<file path="src/rtl/ov7670_pkg.sv">
// ---------------------------------------------------------------------------
// ov7670_pkg
// Shared types and defaults for the OV7670-compatible stream generator.
//   pattern_e : pixel source selector (memory or one of three test patterns)
//   state_e   : frame sequencer states
//   DEF_*     : default VGA timing used when the top is not overridden
//   hiByte    : builds the first byte of an RGB444 pixel pair
// ---------------------------------------------------------------------------
package ov7670_pkg;

   typedef enum logic [1:0] {
      MEM   = 2'd0,
      BARS  = 2'd1,
      GRAD  = 2'd2,
      WHITE = 2'd3
   } pattern_e;

   typedef enum logic [2:0] {
      IDLE   = 3'd0,
      VSYNC  = 3'd1,
      BACK   = 3'd2,
      ACTIVE = 3'd3,
      FRONT  = 3'd4
   } state_e;

   localparam int DEF_H_ACTIVE = 640;
   localparam int DEF_V_ACTIVE = 480;
   localparam int DEF_H_BLANK  = 288;
   localparam int DEF_VS_LINES = 3;
   localparam int DEF_V_BACK   = 17;
   localparam int DEF_V_FRONT  = 10;
   localparam int DEF_AW       = 19;

   // The camera sends red alone in the low nibble of the first byte.
   function automatic logic [7:0] hiByte(input logic [11:0] rgb);
      return {4'h0, rgb[11:8]};
   endfunction

endpackage

</file>
<file path="src/rtl/ov7670_pattern.sv">
// ---------------------------------------------------------------------------
// ov7670_pattern
// Combinational pixel source. Picks between framebuffer data and the
// built-in test patterns for the pixel at column i_x.
//   i_x      : pixel column within the active line
//   i_sel    : pixel source
//   i_rdData : framebuffer word {R,G,B}
//   o_rgb    : resulting 12-bit {R,G,B}
// ---------------------------------------------------------------------------
module ov7670_pattern
   import ov7670_pkg::*;
#(
   parameter int H_ACTIVE = DEF_H_ACTIVE,
   parameter int XW       = 10
) (
   input  logic [XW-1:0] i_x,
   input  pattern_e      i_sel,
   input  logic [11:0]   i_rdData,
   output logic [11:0]   o_rgb
);

   logic [2:0] w_bar;
   logic [3:0] w_grad;

   // Bar index and gradient level are x scaled into 8 and 16 steps across
   // the line; H_ACTIVE is a constant so the divide folds away.
   always_comb begin
      w_bar  = 3'((32'(i_x) * 32'd8) / 32'(H_ACTIVE));
      w_grad = 4'((32'(i_x) * 32'd16) / 32'(H_ACTIVE));
      case (i_sel)
         MEM:     o_rgb = i_rdData;
         BARS:    o_rgb = {{4{w_bar[2]}}, {4{w_bar[1]}}, {4{w_bar[0]}}};
         GRAD:    o_rgb = {w_grad, w_grad, w_grad};
         default: o_rgb = 12'hFFF;
      endcase
   end

endmodule

</file>
<file path="src/rtl/ov7670_stream_gen.sv">
// ---------------------------------------------------------------------------
// ov7670_stream_gen
// OV7670-style RGB444 pixel stream transmitter (two bytes per pixel, one
// byte per clock) fed from a framebuffer read port or a test pattern.
//   clk_50      : only clock
//   reset       : asynchronous active-high reset
//   enable      : start/continue frames, looked at only between frames
//   pattern_sel : 0 memory, 1 bars, 2 gradient, 3 white
//   rd_en       : framebuffer read strobe (memory mode only)
//   rd_addr     : framebuffer address y*H_ACTIVE+x
//   rd_data     : framebuffer word, valid one cycle after rd_en
//   vsync       : frame sync, high for VS_LINES lines
//   href        : high during active bytes
//   d           : pixel byte, zero outside href
//   frame_start : pulse on the first vsync cycle
//   frame_done  : pulse on the last cycle of the front porch
//   busy        : high from frame start through frame_done
// ---------------------------------------------------------------------------
module ov7670_stream_gen
   import ov7670_pkg::*;
#(
   parameter int H_ACTIVE = DEF_H_ACTIVE,
   parameter int V_ACTIVE = DEF_V_ACTIVE,
   parameter int H_BLANK  = DEF_H_BLANK,
   parameter int VS_LINES = DEF_VS_LINES,
   parameter int V_BACK   = DEF_V_BACK,
   parameter int V_FRONT  = DEF_V_FRONT,
   parameter int AW       = DEF_AW
) (
   input  logic          clk_50,
   input  logic          reset,
   input  logic          enable,
   input  logic [1:0]    pattern_sel,
   output logic          rd_en,
   output logic [AW-1:0] rd_addr,
   input  logic [11:0]   rd_data,
   output logic          vsync,
   output logic          href,
   output logic [7:0]    d,
   output logic          frame_start,
   output logic          frame_done,
   output logic          busy
);

   localparam int LINE_LEN   = 2 * H_ACTIVE + H_BLANK;
   localparam int LINE_TOTAL = VS_LINES + V_BACK + V_ACTIVE + V_FRONT;
   localparam int CW         = $clog2(LINE_LEN);
   localparam int LW         = $clog2(LINE_TOTAL + 1);
   localparam int XW         = (H_ACTIVE > 1) ? $clog2(H_ACTIVE) : 1;
   localparam int PIX_LAST   = H_ACTIVE * V_ACTIVE - 1;

   state_e        r_state;
   logic [CW-1:0] r_col;
   logic [LW-1:0] r_line;
   logic [AW-1:0] r_addr;
   pattern_e      r_pat;

   logic          w_lineEnd;
   logic          w_frameEnd;
   logic          w_pixSlot;

   logic          r1Vs, r1Href, r1Byte1, r1Fs, r1Fd, r1Busy;
   logic [XW-1:0] r1X;
   logic [11:0]   w_rgb;
   logic [7:0]    r_hold;

   // Counter decodes: even columns inside the active part of an ACTIVE
   // line are the pixel slots where a framebuffer read is issued.
   always_comb begin
      w_lineEnd  = (r_col == CW'(LINE_LEN - 1));
      w_frameEnd = w_lineEnd && (r_line == LW'(LINE_TOTAL - 1));
      w_pixSlot  = (r_state == ACTIVE) && (r_col < CW'(2 * H_ACTIVE)) && !r_col[0];
   end

   assign rd_en   = w_pixSlot && (r_pat == MEM);
   assign rd_addr = r_addr;

   // Frame sequencer. col walks every line, line walks the frame, and the
   // state changes on the line boundaries. The address counter advances
   // once per pixel slot and saturates on the last pixel; it is cleared
   // whenever a frame starts or the sequencer goes idle so nothing stale
   // is left on rd_addr. enable and pattern_sel are only looked at when a
   // new frame is about to begin, which keeps frames whole.
   always_ff @(posedge clk_50 or posedge reset) begin
      if (reset) begin
         r_state <= IDLE;
         r_col   <= '0;
         r_line  <= '0;
         r_addr  <= '0;
         r_pat   <= MEM;
      end else begin
         if (w_pixSlot && (r_addr != AW'(PIX_LAST)))
            r_addr <= r_addr + 1'b1;
         case (r_state)
            IDLE: begin
               r_col  <= '0;
               r_line <= '0;
               if (enable) begin
                  r_state <= VSYNC;
                  r_addr  <= '0;
                  r_pat   <= pattern_e'(pattern_sel);
               end
            end
            default: begin
               if (w_lineEnd) begin
                  r_col <= '0;
                  if (w_frameEnd) begin
                     r_line <= '0;
                     r_addr <= '0;
                     if (enable) begin
                        r_state <= VSYNC;
                        r_pat   <= pattern_e'(pattern_sel);
                     end else begin
                        r_state <= IDLE;
                     end
                  end else begin
                     r_line <= r_line + 1'b1;
                     if (r_line == LW'(VS_LINES - 1))
                        r_state <= BACK;
                     else if (r_line == LW'(VS_LINES + V_BACK - 1))
                        r_state <= ACTIVE;
                     else if (r_line == LW'(VS_LINES + V_BACK + V_ACTIVE - 1))
                        r_state <= FRONT;
                  end
               end else begin
                  r_col <= r_col + 1'b1;
               end
            end
         endcase
      end
   end

   // First pipeline stage: delays the counter decodes by one cycle so they
   // line up with rd_data, which arrives one cycle after the read strobe.
   always_ff @(posedge clk_50 or posedge reset) begin
      if (reset) begin
         r1Vs    <= 1'b0;
         r1Href  <= 1'b0;
         r1Byte1 <= 1'b0;
         r1Fs    <= 1'b0;
         r1Fd    <= 1'b0;
         r1Busy  <= 1'b0;
         r1X     <= '0;
      end else begin
         r1Vs    <= (r_state == VSYNC);
         r1Href  <= (r_state == ACTIVE) && (r_col < CW'(2 * H_ACTIVE));
         r1Byte1 <= r_col[0];
         r1Fs    <= (r_state == VSYNC) && (r_line == '0) && (r_col == '0);
         r1Fd    <= (r_state == FRONT) && w_frameEnd;
         r1Busy  <= (r_state != IDLE);
         r1X     <= XW'(r_col >> 1);
      end
   end

   ov7670_pattern #(
      .H_ACTIVE (H_ACTIVE),
      .XW       (XW)
   ) u_pattern (
      .i_x      (r1X),
      .i_sel    (r_pat),
      .i_rdData (rd_data),
      .o_rgb    (w_rgb)
   );

   // Output stage: every camera-side output is a flop two cycles behind the
   // counters. The first byte of a pixel goes out straight from the pixel
   // source while its green/blue half is parked in r_hold for the next byte.
   always_ff @(posedge clk_50 or posedge reset) begin
      if (reset) begin
         vsync       <= 1'b0;
         href        <= 1'b0;
         d           <= '0;
         frame_start <= 1'b0;
         frame_done  <= 1'b0;
         busy        <= 1'b0;
         r_hold      <= '0;
      end else begin
         vsync       <= r1Vs;
         href        <= r1Href;
         frame_start <= r1Fs;
         frame_done  <= r1Fd;
         busy        <= r1Busy;
         if (!r1Href) begin
            d <= '0;
         end else if (!r1Byte1) begin
            d      <= hiByte(w_rgb);
            r_hold <= w_rgb[7:0];
         end else begin
            d <= r_hold;
         end
      end
   end

endmodule
</file>
<file path="config.mk">
export PLATFORM = sky130hd
export DESIGN_NAME = ov7670_stream_gen
export DESIGN_NICKNAME = d
export VERILOG_FILES = /design/src/rtl/ov7670_pkg.sv /design/src/rtl/ov7670_pattern.sv /design/src/rtl/ov7670_stream_gen.sv
export SDC_FILE = /design/constraint.sdc
export NUM_CORES = 1
export LEC_CHECK = 0
export BUFFER_PORTS_ARGS = -buffer_cell sky130_fd_sc_hd__buf_2
export CAP_MARGIN = 5
export CORE_MARGIN = 2
export CORE_UTILIZATION = 50
export DETAILED_ROUTE_END_ITERATION = 10
export PLACE_DENSITY_LB_ADDON = 0.15
export RECOVER_POWER = 50
export SLEW_MARGIN = 20
export SYNTH_ARGS = -nofsm -noshare
export SYNTH_HDL_FRONTEND = slang
export SYNTH_SLANG_ARGS = --single-unit
</file>
<file path="constraint.sdc">
create_clock -name clk_50 -period 8.8 [get_ports clk_50]
set_input_delay 0 -clock clk_50 [delete_from_list [all_inputs] [get_ports clk_50]]
set_output_delay 0 -clock clk_50 [all_outputs]
set_load 0.05 [all_outputs]
</file>
==> results.toml <==
[routing]
final_antenna_net_count = 0
drt_iter0_drc = 228
drt_pass1_iterations = 4
drc_errors = 0
num_vias = 3475
via_per_inst = 5.641
post_drt_wl_per_cell_um = 14.69
wl_mm = 9.052

[yosys]
syn_avg_cell_area_um2 = 9.425
syn_inst = 456
ys_types = 73
synth_xor_area_share_pct = 6.521
synth-seq-cells = 81
synth-compound-area-share_pct = 15.02
async_reset_ff_share_pct = 100.0
yosysWarningCount = 0
synthAdderAreaFrac_pct = 2.562
synthesis.nets = 481
yosysSeqAreaShare_pct = 47.16
syn_area_um2 = 4298
synthFlopType = "dfrtp_1"
synth_top_family_by_area = "simple AND/OR/NAND/NOR gates"
muxShareOfSynthArea_pct = 0.9898
synth-simple-area-share_pct = 24.05
synth-edff-count = 0

[die]
io_pins = 50
die_area_um2 = 9354
placementRows = 33
core_um2 = 8258
die_w_um = 96.72
initial_utilization_pct = 52.05
die_h_um = 96.72

[global_route]
grt_max_degree = 82
first_global_vias = 3426
globalRouteTotalUtil_pct = 20.63
grt-ovfl-total = 0
antenna_found_initial = 0
grt_first_pass_wirelength_mm = 16.13

[worst_setup_path]
crit_type = "input pin to async pin"
arrival_ns = 3.65
end_kind = "async pin"
crit_path_top_delay_cell = "clkbuf_1"
slowest_delay_ns = 2.88
crit_chain = "dlygate4sd3_1 -> buf_2 -> clkinvlp_2 -> clkbuf_1"
worst-path-max-fanout = 81
required_ns = 8.29
start_kind = "input pin"

[timing]
finalHoldViolCount = 0
worstMarginPinSlew_ns = 4.130
fin_crit_sh_pct = 47.26
relSlewSlack_pct = -175.3
fin_tns_setup_ns = 0
fmax_mhz = 240.5
rsz0062_at_grt = "false"
skew_ns = 0.01740
finalSetupViolations = 0
finalMaxSlewViolations = 82
fin_crit_ns = 4.159

[layout]
antenna_cells = 0
final_layout_size_suffix_gt1_share_pct = 15.66
fill_cells = 751
nets = 531
area_growth_pct = 12.63

[place]
port_buffers = 49
dp_hpwl_mm = 6.381
finalWeightedCongestion = 0.8506

[clocking]
clkTransAtPathRegs_ns = 0.10
clk_latency_ns = 0.35
cts.path.max_buffers = 2
cts_tree = "done"
cts_made_buffers = 9
htreeDepth = 3
numClockSinks = 81
cts-root-buf = "clkbuf_8"
cts_setup_buffers = 0

[run]
cap_violations = 1

[status]
outcome = "finished with violations"
violations = "capacitance limit, slew limit"

[min_path]
hold_path.class = "input pin to flop"

[power_and_ir_drop]
p_leak_nw = 2.244
p_per_area_nw_per_um2 = 138.2
worst_ir_drop_vdd_uv = 74.03
power_uw = 669.0
[cells in the mapped netlist, types with 2 or more instances]
cell | instances | area (um2)
o22ai_1 | 2 | 12.51
or2_1 | 2 | 12.51
a21boi_0 | 4 | 30.03
nor4b_1 | 3 | 26.28
a211o_1 | 2 | 17.52
o21a_1 | 4 | 30.03
nor4_1 | 5 | 31.28
dfrtp_1 | 81 | 2027
nand2_1 | 41 | 153.9
xor2_1 | 20 | 175.2
o21ai_1 | 4 | 20.02
buf_4 | 3 | 22.52
a21oi_1 | 23 | 115.1
buf_2 | 4 | 20.02
nor3_1 | 8 | 40.04
and3_1 | 14 | 87.58
nand3b_1 | 3 | 22.52
or2_2 | 4 | 25.02
mux2i_1 | 2 | 20.02
a221oi_1 | 2 | 17.52
or3_1 | 5 | 31.28
nand4_1 | 15 | 93.84
inv_1 | 22 | 82.58
and4_1 | 2 | 17.52
o211ai_1 | 4 | 30.03
ha_1 | 8 | 100.1
nor2_1 | 59 | 221.5
and2_1 | 2 | 12.51
mux2_2 | 2 | 22.52
o31ai_1 | 4 | 30.03
nand4_2 | 2 | 25.02
o21ai_0 | 21 | 105.1
nor2b_1 | 3 | 18.77
xnor2_1 | 12 | 105.1
nand2b_1 | 7 | 43.79
a211oi_1 | 2 | 15.01
clkbuf_1 | 8 | 30.03
nand3_1 | 12 | 60.06
[critical path: cells and delay by family]
family                 cells  cell delay (ns)
buffers and inverters      4             3.60
[metrics by stage]
stage	utilization [%]	cells	area [um2]	setup slack, ns	hold WS (ns)
final	58.62	616	4841	4.641	0.05026
after global routing	58.62	616	4841	3.675	0.05274
after global placement	55.83	596	4611	5.526	0.2671
after floorplan	-	456	4298	6.032	0.1505
after CTS	58.83	616	4858	5.464	0.03238
after detailed placement	55.83	596	4611	5.476	0.2692
[area by class of cell]
cell class | count | area [um2] | area share (%)
multi-input cells | 337 | 2112 | 43.63
flip-flops and latches | 81 | 2027 | 41.87
repair buffers | 54 | 275.3 | 5.686
well taps | 105 | 131.4 | 2.714
clock buffers | 9 | 123.9 | 2.559
inverters | 23 | 87.58 | 1.809
clock inverters | 7 | 83.83 | 1.732
[flip-flops by register name, indices dropped and copies added (netlist names), 2 cells and up]
name and flops:
r_pat 2, r_line 9, r_hold 8, rd_addr 19, r_col 11, d 8, r1X 10, r_state 3
[what timing repair did]
| action | CTS | global route |
|---|---|---|
| gates resized for setup | 0 | 0 |
| hold buffers | 4 | 0 |
| hold endpoints to repair | 67 | 0 |
[worst paths after layout]
kind | slack, ns | from | to | cells after the start
hold reg to reg | 0.34 | r1Busy | busy | 0
max in group clk_50 | 5.41 | r1X[7] | r_hold[0] | 12
setup reg to reg | 5.41 | r1X[7] | r_hold[0] | 12
min in group asynchronous | 1.82 | reset | rd_addr[16] | 4
hold / removal | 0.05 | rd_data[3] | r_hold[3] | 4
setup / recovery | 4.64 | reset | r1X[8] | 4
[cells by family after synthesis]
logic type,after synthesis
simple gates,198
compound gates,94
flops,81
buf+inv,38
xor+xnor,32
fa+ha+maj,9
mux,4
[power breakdown]
| part | switching [mW] | internal, mW |
|---|---|---|
| registers | 0 | 0.372 |
| logic | 0.0101 | 0.00555 |
| clock network | 0.144 | 0.137 |
| total | 0.154 | 0.515 |
[cells in the final DEF (no fill, tap or decap), drive strengths merged, types with 3 or more instances in the layout]
master       netlist  final
and3              14     14
o211ai             5      5
xnor2             12     12
a211oi             4      4
or2                6      6
o31ai              5      5
or3                6      6
nand3b             3      3
nor3               9      9
ha                 8      8
o21ai             26     26
nor2b              4      4
a211o              3      3
dfrtp             81     81
a21oi             24     24
nand2             42     42
clkbuf             8     21
nor4               6      6
dlygate4sd3        0      4
buf                7     38
inv               23     27
nor4b              3      3
nand4             17     17
o21a               4      4
nand3             13     13
nand2b             7      7
a21boi             4      4
nor2              59     59
xor2              20     20
[layer usage]
layer,GRT usage (%),routed length [um],vias up
met5,0,0,-
met2,33.33,4319,92
met4,5.850,104,0
li1,-,-,1706
met1,28.76,4214,1668
met3,3.685,414,9
Note: power is estimated with default switching activity, not from simulation.
